<file path="src/rtl/uart_cmd_pkg.sv">
// Shared constants and state encoding for the UART command parser.
package uart_cmd_pkg;

  localparam logic [7:0]  SYNC_BYTE_DEF = 8'hA5;
  localparam int unsigned FRAME_LEN     = 5;
  localparam logic [7:0]  ERRCNT_ADDR   = 8'hFF;

  typedef enum logic [2:0] {
    HUNT = 3'd0,
    ADDR = 3'd1,
    DHI  = 3'd2,
    DLO  = 3'd3,
    CSUM = 3'd4
  } state_e;

endpackage

</file>
<file path="src/rtl/uart_cmd_parser_if.sv">
// Byte-in / register-write-out bundle for uart_cmd_parser.
// UART_CMD_ERRCNT_EN adds the err_count signal.
interface uart_cmd_parser_if;
  logic        rx_done;
  logic [7:0]  rx_data;
  logic        wr_en;
  logic [7:0]  wr_addr;
  logic [15:0] wr_data;
  logic        frame_err;
  logic        parser_busy;
`ifdef UART_CMD_ERRCNT_EN
  logic [7:0]  err_count;
`endif

  // Upstream side: the UART receiver (or a bench) feeding bytes in
  modport master (
    output rx_done, rx_data,
    input  wr_en, wr_addr, wr_data, frame_err, parser_busy
`ifdef UART_CMD_ERRCNT_EN
    , input err_count
`endif
  );

  modport slave (
    input  rx_done, rx_data,
    output wr_en, wr_addr, wr_data, frame_err, parser_busy
`ifdef UART_CMD_ERRCNT_EN
    , output err_count
`endif
  );
endinterface

</file>
<file path="src/rtl/uart_cmd_timeout.sv">
// Loadable inter-byte down-counter; expired while the count sits at zero.
module uart_cmd_timeout #(
  parameter int unsigned        TO_W    = 16,
  parameter logic [TO_W-1:0]    TIMEOUT = TO_W'(50000)
) (
  input  logic clk,
  input  logic rst_n,
  input  logic i_load,
  input  logic i_en,
  output logic o_expired_c
);

  logic [TO_W-1:0] r_cnt;

  // Load has priority so a byte arriving at zero restarts the window
  always_ff @(posedge clk or negedge rst_n) begin
    if (!rst_n) begin
      r_cnt <= '0;
    end else if (i_load) begin
      r_cnt <= TIMEOUT;
    end else if (i_en && (r_cnt != '0)) begin
      r_cnt <= r_cnt - TO_W'(1);
    end
  end

  assign o_expired_c = (r_cnt == '0);

endmodule

</file>
<file path="src/rtl/uart_cmd_parser.sv">
// Assembles 5-byte SYNC/ADDR/DHI/DLO/CSUM frames into register-write strobes.
// UART_CMD_ERRCNT_EN adds a saturating frame-error counter on err_count.
module uart_cmd_parser
  import uart_cmd_pkg::*;
#(
  parameter logic [7:0]      SYNC_BYTE = SYNC_BYTE_DEF,
  parameter int unsigned     TO_W      = 16,
  parameter logic [TO_W-1:0] TIMEOUT   = TO_W'(50000)
) (
  input logic               clk,
  input logic               rst_n,
  uart_cmd_parser_if.slave  bus
);

  state_e      r_state, w_next;
  logic [7:0]  r_addr, r_dhi, r_dlo, r_sum;
  logic        r_wr_en, r_frame_err;
  logic [7:0]  r_wr_addr;
  logic [15:0] r_wr_data;
  logic        w_load, w_wr_set, w_err_set, w_expired;

  uart_cmd_timeout #(
    .TO_W    (TO_W),
    .TIMEOUT (TIMEOUT)
  ) u_timeout (
    .clk         (clk),
    .rst_n       (rst_n),
    .i_load      (w_load),
    .i_en        (r_state != HUNT),
    .o_expired_c (w_expired)
  );

  always_ff @(posedge clk or negedge rst_n) begin
    if (!rst_n) r_state <= HUNT;
    else        r_state <= w_next;
  end

  // A received byte always beats a simultaneous timer expiry
  always_comb begin
    w_next    = r_state;
    w_load    = 1'b0;
    w_wr_set  = 1'b0;
    w_err_set = 1'b0;
    if (bus.rx_done) begin
      case (r_state)
        HUNT:    if (bus.rx_data == SYNC_BYTE) w_next = ADDR;
        ADDR:    w_next = DHI;
        DHI:     w_next = DLO;
        DLO:     w_next = CSUM;
        CSUM: begin
          w_next = HUNT;
          if (bus.rx_data == r_sum) w_wr_set  = 1'b1;
          else                      w_err_set = 1'b1;
        end
        default: w_next = HUNT;
      endcase
      w_load = (w_next != HUNT);
    end else if ((r_state != HUNT) && w_expired) begin
      w_next    = HUNT;
      w_err_set = 1'b1;
    end
  end

  always_ff @(posedge clk or negedge rst_n) begin
    if (!rst_n) begin
      r_addr      <= '0;
      r_dhi       <= '0;
      r_dlo       <= '0;
      r_sum       <= '0;
      r_wr_en     <= 1'b0;
      r_frame_err <= 1'b0;
      r_wr_addr   <= '0;
      r_wr_data   <= '0;
    end else begin
      r_wr_en     <= w_wr_set;
      r_frame_err <= w_err_set;
      if (bus.rx_done) begin
        case (r_state)
          HUNT: r_sum <= '0;
          ADDR: begin r_addr <= bus.rx_data; r_sum <= bus.rx_data;         end
          DHI:  begin r_dhi  <= bus.rx_data; r_sum <= r_sum + bus.rx_data; end
          DLO:  begin r_dlo  <= bus.rx_data; r_sum <= r_sum + bus.rx_data; end
          default: ;
        endcase
      end
      if (w_wr_set) begin
        r_wr_addr <= r_addr;
        r_wr_data <= {r_dhi, r_dlo};
      end
    end
  end

`ifdef UART_CMD_ERRCNT_EN
  logic [7:0] r_err_count;

  // A write to ERRCNT_ADDR clears; errors saturate at all-ones
  always_ff @(posedge clk or negedge rst_n) begin
    if (!rst_n) begin
      r_err_count <= '0;
    end else if (w_wr_set && (r_addr == ERRCNT_ADDR)) begin
      r_err_count <= '0;
    end else if (w_err_set && (r_err_count != 8'hFF)) begin
      r_err_count <= r_err_count + 8'd1;
    end
  end

  assign bus.err_count = r_err_count;
`endif

  assign bus.wr_en       = r_wr_en;
  assign bus.wr_addr     = r_wr_addr;
  assign bus.wr_data     = r_wr_data;
  assign bus.frame_err   = r_frame_err;
  assign bus.parser_busy = (r_state != HUNT);

endmodule

</file>
<file path="src/flat_wrapper.sv">
// flat-port wrapper written by rule: the top's interface ports become plain ports
module uart_cmd_parser_flat import uart_cmd_pkg::*;
#(
  parameter logic [7:0]      SYNC_BYTE = SYNC_BYTE_DEF,
  parameter int unsigned     TO_W      = 16,
  parameter logic [TO_W-1:0] TIMEOUT   = TO_W'(50000)
)
  (clk, rst_n, bus_rx_done, bus_rx_data, bus_wr_en, bus_wr_addr, bus_wr_data, bus_frame_err, bus_parser_busy);
  uart_cmd_parser_if bus_i ();
  input logic clk;
  input logic rst_n;
  input wire logic [$bits(bus_i.rx_done)-1:0] bus_rx_done;
  input wire logic [$bits(bus_i.rx_data)-1:0] bus_rx_data;
  output wire logic [$bits(bus_i.wr_en)-1:0] bus_wr_en;
  output wire logic [$bits(bus_i.wr_addr)-1:0] bus_wr_addr;
  output wire logic [$bits(bus_i.wr_data)-1:0] bus_wr_data;
  output wire logic [$bits(bus_i.frame_err)-1:0] bus_frame_err;
  output wire logic [$bits(bus_i.parser_busy)-1:0] bus_parser_busy;
  assign bus_i.rx_done = bus_rx_done;
  assign bus_i.rx_data = bus_rx_data;
  assign bus_wr_en = bus_i.wr_en;
  assign bus_wr_addr = bus_i.wr_addr;
  assign bus_wr_data = bus_i.wr_data;
  assign bus_frame_err = bus_i.frame_err;
  assign bus_parser_busy = bus_i.parser_busy;
  uart_cmd_parser #(.SYNC_BYTE(SYNC_BYTE), .TO_W(TO_W), .TIMEOUT(TIMEOUT)) u_core (.clk(clk), .rst_n(rst_n), .bus(bus_i));
endmodule
</file>
<file path="config.mk">
export PLATFORM = sky130hd
export DESIGN_NAME = uart_cmd_parser_flat
export DESIGN_NICKNAME = d
export VERILOG_FILES = /design/src/rtl/uart_cmd_pkg.sv /design/src/rtl/uart_cmd_parser_if.sv /design/src/rtl/uart_cmd_timeout.sv /design/src/rtl/uart_cmd_parser.sv /design/src/flat_wrapper.sv
export SDC_FILE = /design/constraint.sdc
export NUM_CORES = 1
export LEC_CHECK = 0
export ABC_CLOCK_PERIOD_IN_PS = 3750
export CORE_UTILIZATION = 49
export CTS_CLUSTER_SIZE = 25
export DETAILED_ROUTE_END_ITERATION = 8
export PLACE_DENSITY_LB_ADDON = 0.05
export SYNTH_ARGS = -nofsm -noshare
export SYNTH_HDL_FRONTEND = slang
export SYNTH_SLANG_ARGS = --single-unit
export TNS_END_PERCENT = 30
</file>
<file path="constraint.sdc">
create_clock -name clk -period 3.75 [get_ports clk]
set_clock_uncertainty 0.1 [all_clocks]
set_input_delay 0.5625 -clock clk [delete_from_list [all_inputs] [get_ports clk]]
set_output_delay 0.5625 -clock clk [all_outputs]
set_load 0.005 [all_outputs]
</file>
==> metrics <==
status complete, no violations; H-tree depth 3; GRT Residual Overflow 0; Adder-Cell Fraction of Synth Area 0.0362; largest net degree at the start of global routing 78; first-pass GRT wire length 12,700 um; Synth Area in Simple Gates 0.137; P per Cell Area 600 mW/mm2; die area 0.00783 mm2; setup TNS 0 ns; clk slew on worst S/H paths 0.08 ns; PostCTS Resize Cnt 0; final worst path period share 0.842; Final Wtd Congestion 0.899; Final Hold Fails 0; Fin Hold WS 0.234 ns; Clock Sinks 77; fmax 0.317 GHz; DR DRC count 0; Post-Syn Area 0.00366 mm2; Ant. Diodes 0; Root Driver clkbuf_8; Detail Placement HPWL 5330 um; met2 wire length 3840 um; ratio of cells with drive above 1 in the final layout 0.228; IO Pins 38; FFs w/ async S/R, synth 1.00; Die Ht 88.5 um; Post-Syn Area per Cell 11.9 um2; Pint 1.74 mW; #FFs+latches synth 77; All-Layer GR Usage 0.225; DRT iter0 DRCs 134; Comb pwr share 0.299; most frequent cell after synthesis dfrtp_1; max layer used met4; Worst VDD drop 0.000293 V; met3 wire length 407 um; core area 0.00725 mm2; Primary FF master, synth dfrtp_1; top-area cell type share of the netlist area 0.526; Initial Util 0.505; commonest cells in the netlist 77 x dfrtp_1, 47 x mux2_2, 24 x nor2_1, 18 x nand2_1, 14 x o21ai_0; Setup CP Type primary input to register; CTS Buf Count 9; final net count 376; synth top area cells dfrtp_1 53%, mux2_2 14%, ha_1 3.1%; vias post-DR 2,538; Yosys warning count 0; wirelength, routed 7910 um; Met1 Wirelength 3500 um; port bufs 37; Post-synth EDFFs 0; P&R area growth vs syn 19.1%; Clock Power Share 0.242; min Tclk post-route 3.16 ns; routed vias/inst 5.54; Worst setup EP type register; vias in the first global route 2,501; Sw Ratio 0.337; Pleak 1.90 nW; synth unique cells 52; Final Slew Violations 0; Synth Net Count 330; FP Rows 31; critical path data required time 3.89 ns; DRT Pass-1 Iters 4; Die W 88.5 um; Slew @ Worst Pin 0.964 ns; Clock Latency Late Sink 0.36 ns; max cap viols 0; critical path launch point type primary input; Post-DRT Antenna Nets 0; buffer levels on the longest clock path 2; arrival time at the worst endpoint 3.30 ns; hold crit path type primary input to async pin; CTS tree yes; Final Setup Violations 0; Mapped Cells 309; share of power burned in registers 0.458; multiplexer share of the synthesized area 0.144; setup repair after global routing missed its margin false; routed length per placed instance 17.3 um; max_slew headroom 0.357; Synth Area in Compound Gates 0.0983; Synth Area in XOR/XNOR 0.0358; cell taking the most area after synthesis dfrtp_1; P_sw 881 uW; initial antenna violation count 0; CP max FO 25; post-synthesis sequential area ratio 0.526; Post-CTS Setup Repair Bufs 0; largest family of logic cells by synthesized area multiplexers; CTS Hold Bufs 0
-- final cells by class --
type                       count  area [um2]
timing repair buffer          45         428
clock buffer                  10         138
clock inverter                 5        60.1
sequential                    77        1930
multi-input combinational    214        1660
tap                           99         124
fill                         620        2890
inverter                       8        30.0
-- power by group through the flow --
stage | clock, mW | sequential, mW | combinational (mW)
2_1_floorplan | 0 | 1.15 | 0.617
3_3_place_gp | 0 | 1.21 | 0.767
3_5_place_dp | 0 | 1.21 | 0.780
4_1_cts | 0.651 | 1.20 | 0.786
5_1_grt | 0.685 | 1.23 | 0.875
6_report | 0.634 | 1.20 | 0.783
-- metal layers --
layer  up-vias  track usage
met5         -            0
met1      1258        0.287
met4         0       0.0850
met2        69        0.362
met3        16       0.0681
li1       1195            -
-- cells in the final DEF, fill, tap and decap left out, types with 2 or more instances in the layout --
cell type         n
mux2_2           47
nor2_1           24
a211oi_1          5
a221oi_1          3
nor4_1            3
buf_4             9
nand3_1           7
o21a_1            2
o21ai_0          14
a21oi_1          12
nand2_1          18
dfrtp_1          77
inv_1             8
nand2b_1          8
a311oi_1          2
xnor2_1          10
clkbuf_8         10
nand3b_1          2
clkdlybuf4s50_1  36
xor2_1            5
nor2_2            2
a31oi_1           6
nor2b_1           4
ha_1              9
nor3_1            5
-- final timing paths --
path                                 start                        end  slack (ns)  cells after the start
setup / recovery            bus_rx_data[5]      u_core.bus.wr_addr[7]        0.59                      6
hold / removal                       rst_n  u_core.u_timeout.r_cnt[0]        0.23                      1
setup reg to reg           u_core.r_sum[5]      u_core.bus.wr_addr[7]        1.02                      5
hold reg to reg            u_core.r_dlo[7]      u_core.bus.wr_data[7]        0.40                      1
max in group asynchronous            rst_n            u_core.r_sum[3]        2.67                      1
min in group clk           u_core.r_dlo[7]      u_core.bus.wr_data[7]        0.40                      1
-- worst max-delay path, stage by stage --
cell and delay, ns:
clkdlybuf4s50_1 0.53, ha_1 0.41, nor4_1 0.27, and3_1 0.22, nand4_2 0.72, mux2_2 0.57
-- flip-flops by register name (all words and copies together), names as in the netlist, 3 cells and up --
register	flops
u_core.bus.wr_addr	8
u_core.bus.wr_data	16
u_core.r_addr	8
u_core.r_dhi	8
u_core.r_dlo	8
u_core.r_state	3
u_core.r_sum	8
u_core.u_timeout.r_cnt	16
-- stage by stage --
stage          instance area (um2)  worst slack [ns]  std cells  power, mW  utilization
6_report                      4360             0.592        458       2.62        0.602
5_1_grt                       4360             0.476        458       2.79        0.602
4_1_cts                       4360             0.592        458       2.64        0.602
3_5_place_dp                  4170             0.199        443       1.99        0.574
3_3_place_gp                  4170             0.272        443       1.97        0.574
2_1_floorplan                 3660              1.51        309       1.76            -
-- logic make-up after synthesis --
kind of cell    after synthesis
compound gates               54
xor+xnor                     15
flops                        77
buf+inv                      18
simple gates                 88
fa+ha+maj                    10
mux                          47
Note: power is estimated with default switching activity, not from simulation.
